<file path="src/rtl/uart_pkg.sv">
// Shared UART definitions: state encoding, default frame parameters and frame length helper.
// Used by both the transmitter and (later) the receiver.
package uart_pkg;

  localparam int WIDTH_WORD_DEF    = 8;
  localparam int CANT_BIT_STOP_DEF = 2;
  localparam int TICKS_PER_BIT_DEF = 16;

  typedef enum logic [3:0] {
    ST_IDLE  = 4'b0001,
    ST_START = 4'b0010,
    ST_DATA  = 4'b0100,
    ST_STOP  = 4'b1000
  } uart_state_e;

  function automatic int FRAME_TICKS(input int width_word, input int cant_bit_stop,
                                     input int ticks_per_bit);
    return (1 + width_word + cant_bit_stop) * ticks_per_bit;
  endfunction

endpackage

</file>
<file path="src/rtl/uart_tx_if.sv">
// Producer-side handshake of the UART transmitter plus its serial line and status outputs.
interface uart_tx_if
  import uart_pkg::*;
#(
  parameter int WIDTH_WORD = WIDTH_WORD_DEF
);
  logic                  i_tx_start;
  logic [WIDTH_WORD-1:0] i_data_in;
  logic                  o_bit_tx;
  logic                  o_tx_done;
  logic                  o_busy;

  modport master (
    output i_tx_start, i_data_in,
    input  o_bit_tx, o_tx_done, o_busy
  );

  modport slave (
    input  i_tx_start, i_data_in,
    output o_bit_tx, o_tx_done, o_busy
  );
endinterface

</file>
<file path="src/rtl/uart_bit_timer.sv">
// Modulo-TICKS_PER_BIT tick counter; o_tick_tc is high during the last tick of each bit period.
module uart_bit_timer
  import uart_pkg::*;
#(
  parameter int TICKS_PER_BIT = TICKS_PER_BIT_DEF
) (
  input  logic i_rate,
  input  logic i_reset,
  input  logic i_clear,
  output logic o_tick_tc
);
  localparam int TW = (TICKS_PER_BIT > 1) ? $clog2(TICKS_PER_BIT) : 1;
  localparam logic [TW-1:0] LAST_TICK = TW'(TICKS_PER_BIT - 1);

  logic [TW-1:0] tick_cnt;

  always_ff @(posedge i_rate) begin
    if (i_reset || i_clear) begin
      tick_cnt <= '0;
    end else if (tick_cnt == LAST_TICK) begin
      tick_cnt <= '0;
    end else begin
      tick_cnt <= tick_cnt + 1'b1;
    end
  end

  assign o_tick_tc = (tick_cnt == LAST_TICK) && !i_clear;
endmodule

</file>
<file path="src/rtl/uart_tx.sv">
// UART transmitter: start bit, WIDTH_WORD data bits LSB-first, CANT_BIT_STOP stop bits.
// Every output is registered; the line value is computed one state ahead so it changes on the same edge as the state.
module uart_tx
  import uart_pkg::*;
#(
  parameter int WIDTH_WORD    = WIDTH_WORD_DEF,
  parameter int CANT_BIT_STOP = CANT_BIT_STOP_DEF,
  parameter int TICKS_PER_BIT = TICKS_PER_BIT_DEF
) (
  input  logic      i_rate,
  input  logic      i_reset,
  uart_tx_if.slave  tx_if
);
  localparam int IDX_W  = (WIDTH_WORD > 1) ? $clog2(WIDTH_WORD) : 1;
  localparam int STOP_W = (CANT_BIT_STOP > 1) ? $clog2(CANT_BIT_STOP) : 1;
  localparam logic [IDX_W-1:0]  LAST_IDX  = IDX_W'(WIDTH_WORD - 1);
  localparam logic [STOP_W-1:0] LAST_STOP = STOP_W'(CANT_BIT_STOP - 1);

  uart_state_e           state_q, state_n;
  logic [WIDTH_WORD-1:0] shreg_q, shreg_n;
  logic [IDX_W-1:0]      idx_q, idx_n;
  logic [STOP_W-1:0]     stop_q, stop_n;
  logic                  bit_q, bit_n;
  logic                  done_q, done_n;
  logic                  busy_q, busy_n;
  logic                  timer_clr;
  logic                  tick_tc;

  uart_bit_timer #(
    .TICKS_PER_BIT (TICKS_PER_BIT)
  ) u_bit_timer (
    .i_rate    (i_rate),
    .i_reset   (i_reset),
    .i_clear   (timer_clr),
    .o_tick_tc (tick_tc)
  );

  always_comb begin
    state_n   = state_q;
    shreg_n   = shreg_q;
    idx_n     = idx_q;
    stop_n    = stop_q;
    bit_n     = bit_q;
    done_n    = 1'b0;
    busy_n    = busy_q;
    timer_clr = 1'b0;
    unique case (state_q)
      ST_IDLE: begin
        // Timer held clear while idle so the start bit gets a full period from the accepting edge.
        timer_clr = 1'b1;
        bit_n     = 1'b1;
        busy_n    = 1'b0;
        if (tx_if.i_tx_start) begin
          shreg_n = tx_if.i_data_in;
          state_n = ST_START;
          bit_n   = 1'b0;
          busy_n  = 1'b1;
        end
      end
      ST_START: begin
        if (tick_tc) begin
          state_n = ST_DATA;
          idx_n   = '0;
          bit_n   = shreg_q[0];
        end
      end
      ST_DATA: begin
        if (tick_tc) begin
          if (idx_q == LAST_IDX) begin
            state_n = ST_STOP;
            stop_n  = '0;
            bit_n   = 1'b1;
          end else begin
            idx_n = idx_q + 1'b1;
            bit_n = shreg_q[idx_n];
          end
        end
      end
      ST_STOP: begin
        bit_n = 1'b1;
        if (tick_tc) begin
          if (stop_q == LAST_STOP) begin
            state_n = ST_IDLE;
            done_n  = 1'b1;
            busy_n  = 1'b0;
          end else begin
            stop_n = stop_q + 1'b1;
          end
        end
      end
      default: begin
        state_n   = ST_IDLE;
        bit_n     = 1'b1;
        busy_n    = 1'b0;
        timer_clr = 1'b1;
      end
    endcase
  end

  always_ff @(posedge i_rate) begin
    if (i_reset) begin
      state_q <= ST_IDLE;
      shreg_q <= '0;
      idx_q   <= '0;
      stop_q  <= '0;
      bit_q   <= 1'b1;
      done_q  <= 1'b0;
      busy_q  <= 1'b0;
    end else begin
      state_q <= state_n;
      shreg_q <= shreg_n;
      idx_q   <= idx_n;
      stop_q  <= stop_n;
      bit_q   <= bit_n;
      done_q  <= done_n;
      busy_q  <= busy_n;
    end
  end

  assign tx_if.o_bit_tx  = bit_q;
  assign tx_if.o_tx_done = done_q;
  assign tx_if.o_busy    = busy_q;
endmodule
</file>
<file path="src/flat_wrapper.sv">
// flat-port wrapper written by rule: the top's interface ports become plain ports
module uart_tx_flat import uart_pkg::*;
#(
  parameter int WIDTH_WORD    = WIDTH_WORD_DEF,
  parameter int CANT_BIT_STOP = CANT_BIT_STOP_DEF,
  parameter int TICKS_PER_BIT = TICKS_PER_BIT_DEF
)
  (i_rate, i_reset, tx_if_i_tx_start, tx_if_i_data_in, tx_if_o_bit_tx, tx_if_o_tx_done, tx_if_o_busy);
  uart_tx_if #(.WIDTH_WORD(WIDTH_WORD)) tx_if_i ();
  input  logic i_rate;
  input  logic i_reset;
  input wire logic [$bits(tx_if_i.i_tx_start)-1:0] tx_if_i_tx_start;
  input wire logic [$bits(tx_if_i.i_data_in)-1:0] tx_if_i_data_in;
  output wire logic [$bits(tx_if_i.o_bit_tx)-1:0] tx_if_o_bit_tx;
  output wire logic [$bits(tx_if_i.o_tx_done)-1:0] tx_if_o_tx_done;
  output wire logic [$bits(tx_if_i.o_busy)-1:0] tx_if_o_busy;
  assign tx_if_i.i_tx_start = tx_if_i_tx_start;
  assign tx_if_i.i_data_in = tx_if_i_data_in;
  assign tx_if_o_bit_tx = tx_if_i.o_bit_tx;
  assign tx_if_o_tx_done = tx_if_i.o_tx_done;
  assign tx_if_o_busy = tx_if_i.o_busy;
  uart_tx #(.WIDTH_WORD(WIDTH_WORD), .CANT_BIT_STOP(CANT_BIT_STOP), .TICKS_PER_BIT(TICKS_PER_BIT)) u_core (.i_rate(i_rate), .i_reset(i_reset), .tx_if(tx_if_i));
endmodule
</file>
<file path="config.mk">
export PLATFORM = sky130hd
export DESIGN_NAME = uart_tx_flat
export DESIGN_NICKNAME = d
export VERILOG_FILES = /design/src/rtl/uart_pkg.sv /design/src/rtl/uart_tx_if.sv /design/src/rtl/uart_bit_timer.sv /design/src/rtl/uart_tx.sv /design/src/flat_wrapper.sv
export SDC_FILE = /design/constraint.sdc
export NUM_CORES = 1
export LEC_CHECK = 0
export CAP_MARGIN = 40
export CORE_AREA = 4 4 59 61
export DETAILED_ROUTE_END_ITERATION = 10
export DIE_AREA = 0 0 63 65
export SYNTH_ARGS = -nofsm -noshare
export SYNTH_HDL_FRONTEND = slang
export SYNTH_SLANG_ARGS = --single-unit
</file>
<file path="constraint.sdc">
create_clock -name i_rate -period 2.3 [get_ports i_rate]
set_input_delay 0.46 -clock i_rate [delete_from_list [all_inputs] [get_ports i_rate]]
set_output_delay 0.46 -clock i_rate [all_outputs]
set_load 0.02 [all_outputs]
</file>
==> summary.txt <==
Run status
  • Outcome: complete, no violations

GRT
  • Vias in the first global route: approximately 1.0k
  • First-pass GRT wire length: 4400 um
  • Met3 global-route usage: 2.77%
  • Initial antenna violation count: 0
  • Global route hottest layer: met2
  • Met1 usage: around 15%
  • All-Layer GR Usage: 13.7%
  • Grt total ovfl: 0
  • GR Layer Usage met2: ~24%
  • Largest net degree at the start of global routing: 14

Floorplan
  • Initial Util: between 30% and 40%
  • Die area: 4100 um^2
  • Core area: approximately 3000 um^2
  • Chip height: 65 um
  • Die width: ~63 um
  • Std cell rows: 20
  • I/O pin total: 14

Power and ir drop
  • Reg power frac: between 40% and 50%
  • Clock power frac: approximately 14%
  • Final Power: 1.30 mW
  • Sw Ratio: 38.4%
  • Maximum VDD drop: just under 0.0005 V
  • Leak: between 0.4 and 0.5 nW
  • Net switching power: between 0.4 and 0.5 mW
  • Combinational group share of total power: roughly two fifths
  • Pwr dens: around 940 nW/um^2
  • Power Internal: ~0.8 mW

Logic synthesis
  • Top-count cell post-synth: dfxtp_1
  • Ys flop type: dfxtp_1
  • Commonest cells in the netlist: 23 x dfxtp_1, 14 x a21oi_1, 12 x nand3_1
  • Number of synthesized flops with an enable pin: 0
  • Cells after Synth: ~130
  • Synth top area cells: dfxtp_1 39%, a21oi_1 5.9%, nand3_1 5.1%
  • YS warnings: 0
  • Syn Nets: between 100 and 150
  • Mapped Avg Cell Area: 9.00 um^2
  • Cell variety after synth: 40
  • Async set-reset flop share out of synthesis: 0%
  • Top cell type's share of synthesized area: 38.8%
  • Cell taking the most area after synthesis: dfxtp_1
  • Sequential-to-total area share from yosys stat: between 30% and 40%
  • Mapped Area: approximately 1200 um^2
  • Register bit total from synthesis: 23

Run
  • Max-cap violations: 0

Worst setup path
  • CP required: 2.52 ns
  • Setup crit start: u_core.idx_q[0]
  • Crit start category: flop
  • CP Capture Type: flop
  • Critical Path Sink: u_core.tx_if.o_bit_tx
  • CP Data Arrival Time: approximately 2.3 ns
  • Reg2reg end: u_core.tx_if.o_bit_tx
  • Depth of the most critical reg-to-reg path: 6
  • Reg2Reg Setup Slack: ~0.20 ns
  • Crit-path max FO: 5
  • Worst r2r src: u_core.idx_q[0]
  • Worst Path Class, Setup: reg -> reg

Detailed routing
  • Wirelength, routed: roughly 2500 um
  • Vias per cell: 5.54
  • DR pass1 iterations: 4
  • Initial DRC Count: 31
  • Vias: around 990
  • WL/cell: between 10 and 15 um
  • DRC: 0
  • Post-route ant nets: 0

Final layout
  • Post-layout nets: 161
  • Share of layout cells above drive strength 1: between 15 and 20%
  • Synth-to-layout area growth: 15.7%
  • Diodes inserted: 0
  • Finished layout cell area: 1370 um^2

Clock network
  • CTS HTree Levels: 1
  • Cts bufs inserted: 3
  • Root Driver: clkbuf_4
  • Longest Clk Path Bufs: 2
  • Cts hold-fix bufs: 0
  • Post-CTS sizing: 0
  • Clock transition at path regs: between 0.1 and 0.15 ns
  • CTS tree: yes
  • TritonCTS Sinks: 23
  • Worst skew pair latency: ~0.31 ns
  • Post-CTS Setup Repair Bufs: 0

Timing
  • Slew HR: a little over half
  • RSZ-0062 raised after global routing: no
  • Skew final: between 0.003 and 0.004 ns
  • Final Hold Violating Endpoints: 0
  • Slew Limit Fails: 0
  • Crit path time final: about 2.1 ns
  • Min Hold Slack: 0.465 ns
  • Tightest Pin Transition: a little under 0.7 ns
  • Final setup violation count: 0
  • Setup TNS: 0 ns
  • Fmax: between 400 and 500 MHz
  • Worst setup margin: between 0.2 and 0.25 ns
  • Tcrit/Tclk final: about 91%

Placed design
  • Pre-CTS WS: 0.212 ns
  • IO buf count: 13
  • Placer congestion estimate: around 0.83
  • DP HPWL: roughly 1900 um
  • Dpl cell area: around 1300 um^2

Min path
  • Tightest Hold Check Type: reg -> reg
  • Worst hold path startpoint: u_core.shreg_q[5]
  • WHS Path Cells: 2
cells by family (layout without fill, tap and decap cells):
kind of cell,count (synthesis),after routing,synth area share [%]
multiplexers,5,5,6.32
XOR/XNOR,4,4,2.95
adder cells (fa/ha/maj),3,3,3.16
AO/OA/AOI/OAI,34,34,18.9
flip-flops,23,23,38.8
buffers and inverters,11,25,5.16
AND/OR/NAND/NOR,52,52,24.8
critical path: stages (launching register included):
cell and delay [ns]:
dfxtp_1 0.39, ha_1 0.23, ha_1 0.36, mux4_2 0.51, mux2i_1 0.15, a221oi_1 0.09
a211o_1 0.27
per-layer routing:
metal	up-vias	wire length [um]	share of wire, %
met3	5	90	3.6
met2	21	1210	48
met1	457	1170	46
li1	508	-	-
met4	0	53	2.1
met5	-	0	0
per-stage QoR:
| step | cells | util, % |
|---|---|---|
| 2_1_floorplan | 132 | - |
| 3_3_place_gp | 175 | 45.2 |
| 3_5_place_dp | 175 | 45.2 |
| 4_1_cts | 179 | 46.1 |
| 5_1_grt | 179 | 46.1 |
| 6_report | 179 | 46.1 |
final cells by class:
class | instances | area (um^2)
clock buffer | 3 | 22.5
clock inverter | 1 | 5.00
fill | 284 | 1600
inverter | 3 | 11.3
multi-input combinational | 98 | 666
sequential | 23 | 460
tap | 33 | 41.3
timing repair buffer | 18 | 168
cells in the final DEF, fill, tap and decap left out, types with 4 or more instances in the layout:
cell type and count:
clkdlybuf4s50_1 13, dfxtp_1 23, buf_4 5, nand3_1 12
nor2_1 8, o21ai_0 4, a21oi_1 14, nand2_1 10
worst min-delay path by stage:
stage                                     end
2_1_floorplan  u_core.u_bit_timer.tick_cnt[0]
6_report                    u_core.shreg_q[5]
4_1_cts                     u_core.shreg_q[5]
5_1_grt                     u_core.shreg_q[2]
3_5_place_dp   u_core.u_bit_timer.tick_cnt[0]
3_3_place_gp   u_core.u_bit_timer.tick_cnt[0]
power by group through the flow:
stage	clock, mW	combinational (mW)	sequential, mW
floorplan	0	0.450	0.528
global placement	0	0.514	0.585
detailed placement	0	0.526	0.590
CTS	0.198	0.528	0.580
global route	0.212	0.586	0.596
finish	0.187	0.528	0.580
sequential cells by signal, summed over array words and instances (netlist names):
name / cells
u_core.stop_q: 1
u_core.tx_if.o_bit_tx: 1
u_core.tx_if.o_tx_done: 1
u_core.u_bit_timer.tick_cnt: 4
u_core.shreg_q: 8
u_core.idx_q: 3
u_core.state_q: 4
u_core.tx_if.o_busy: 1
Power figures use the tool's default switching activity.
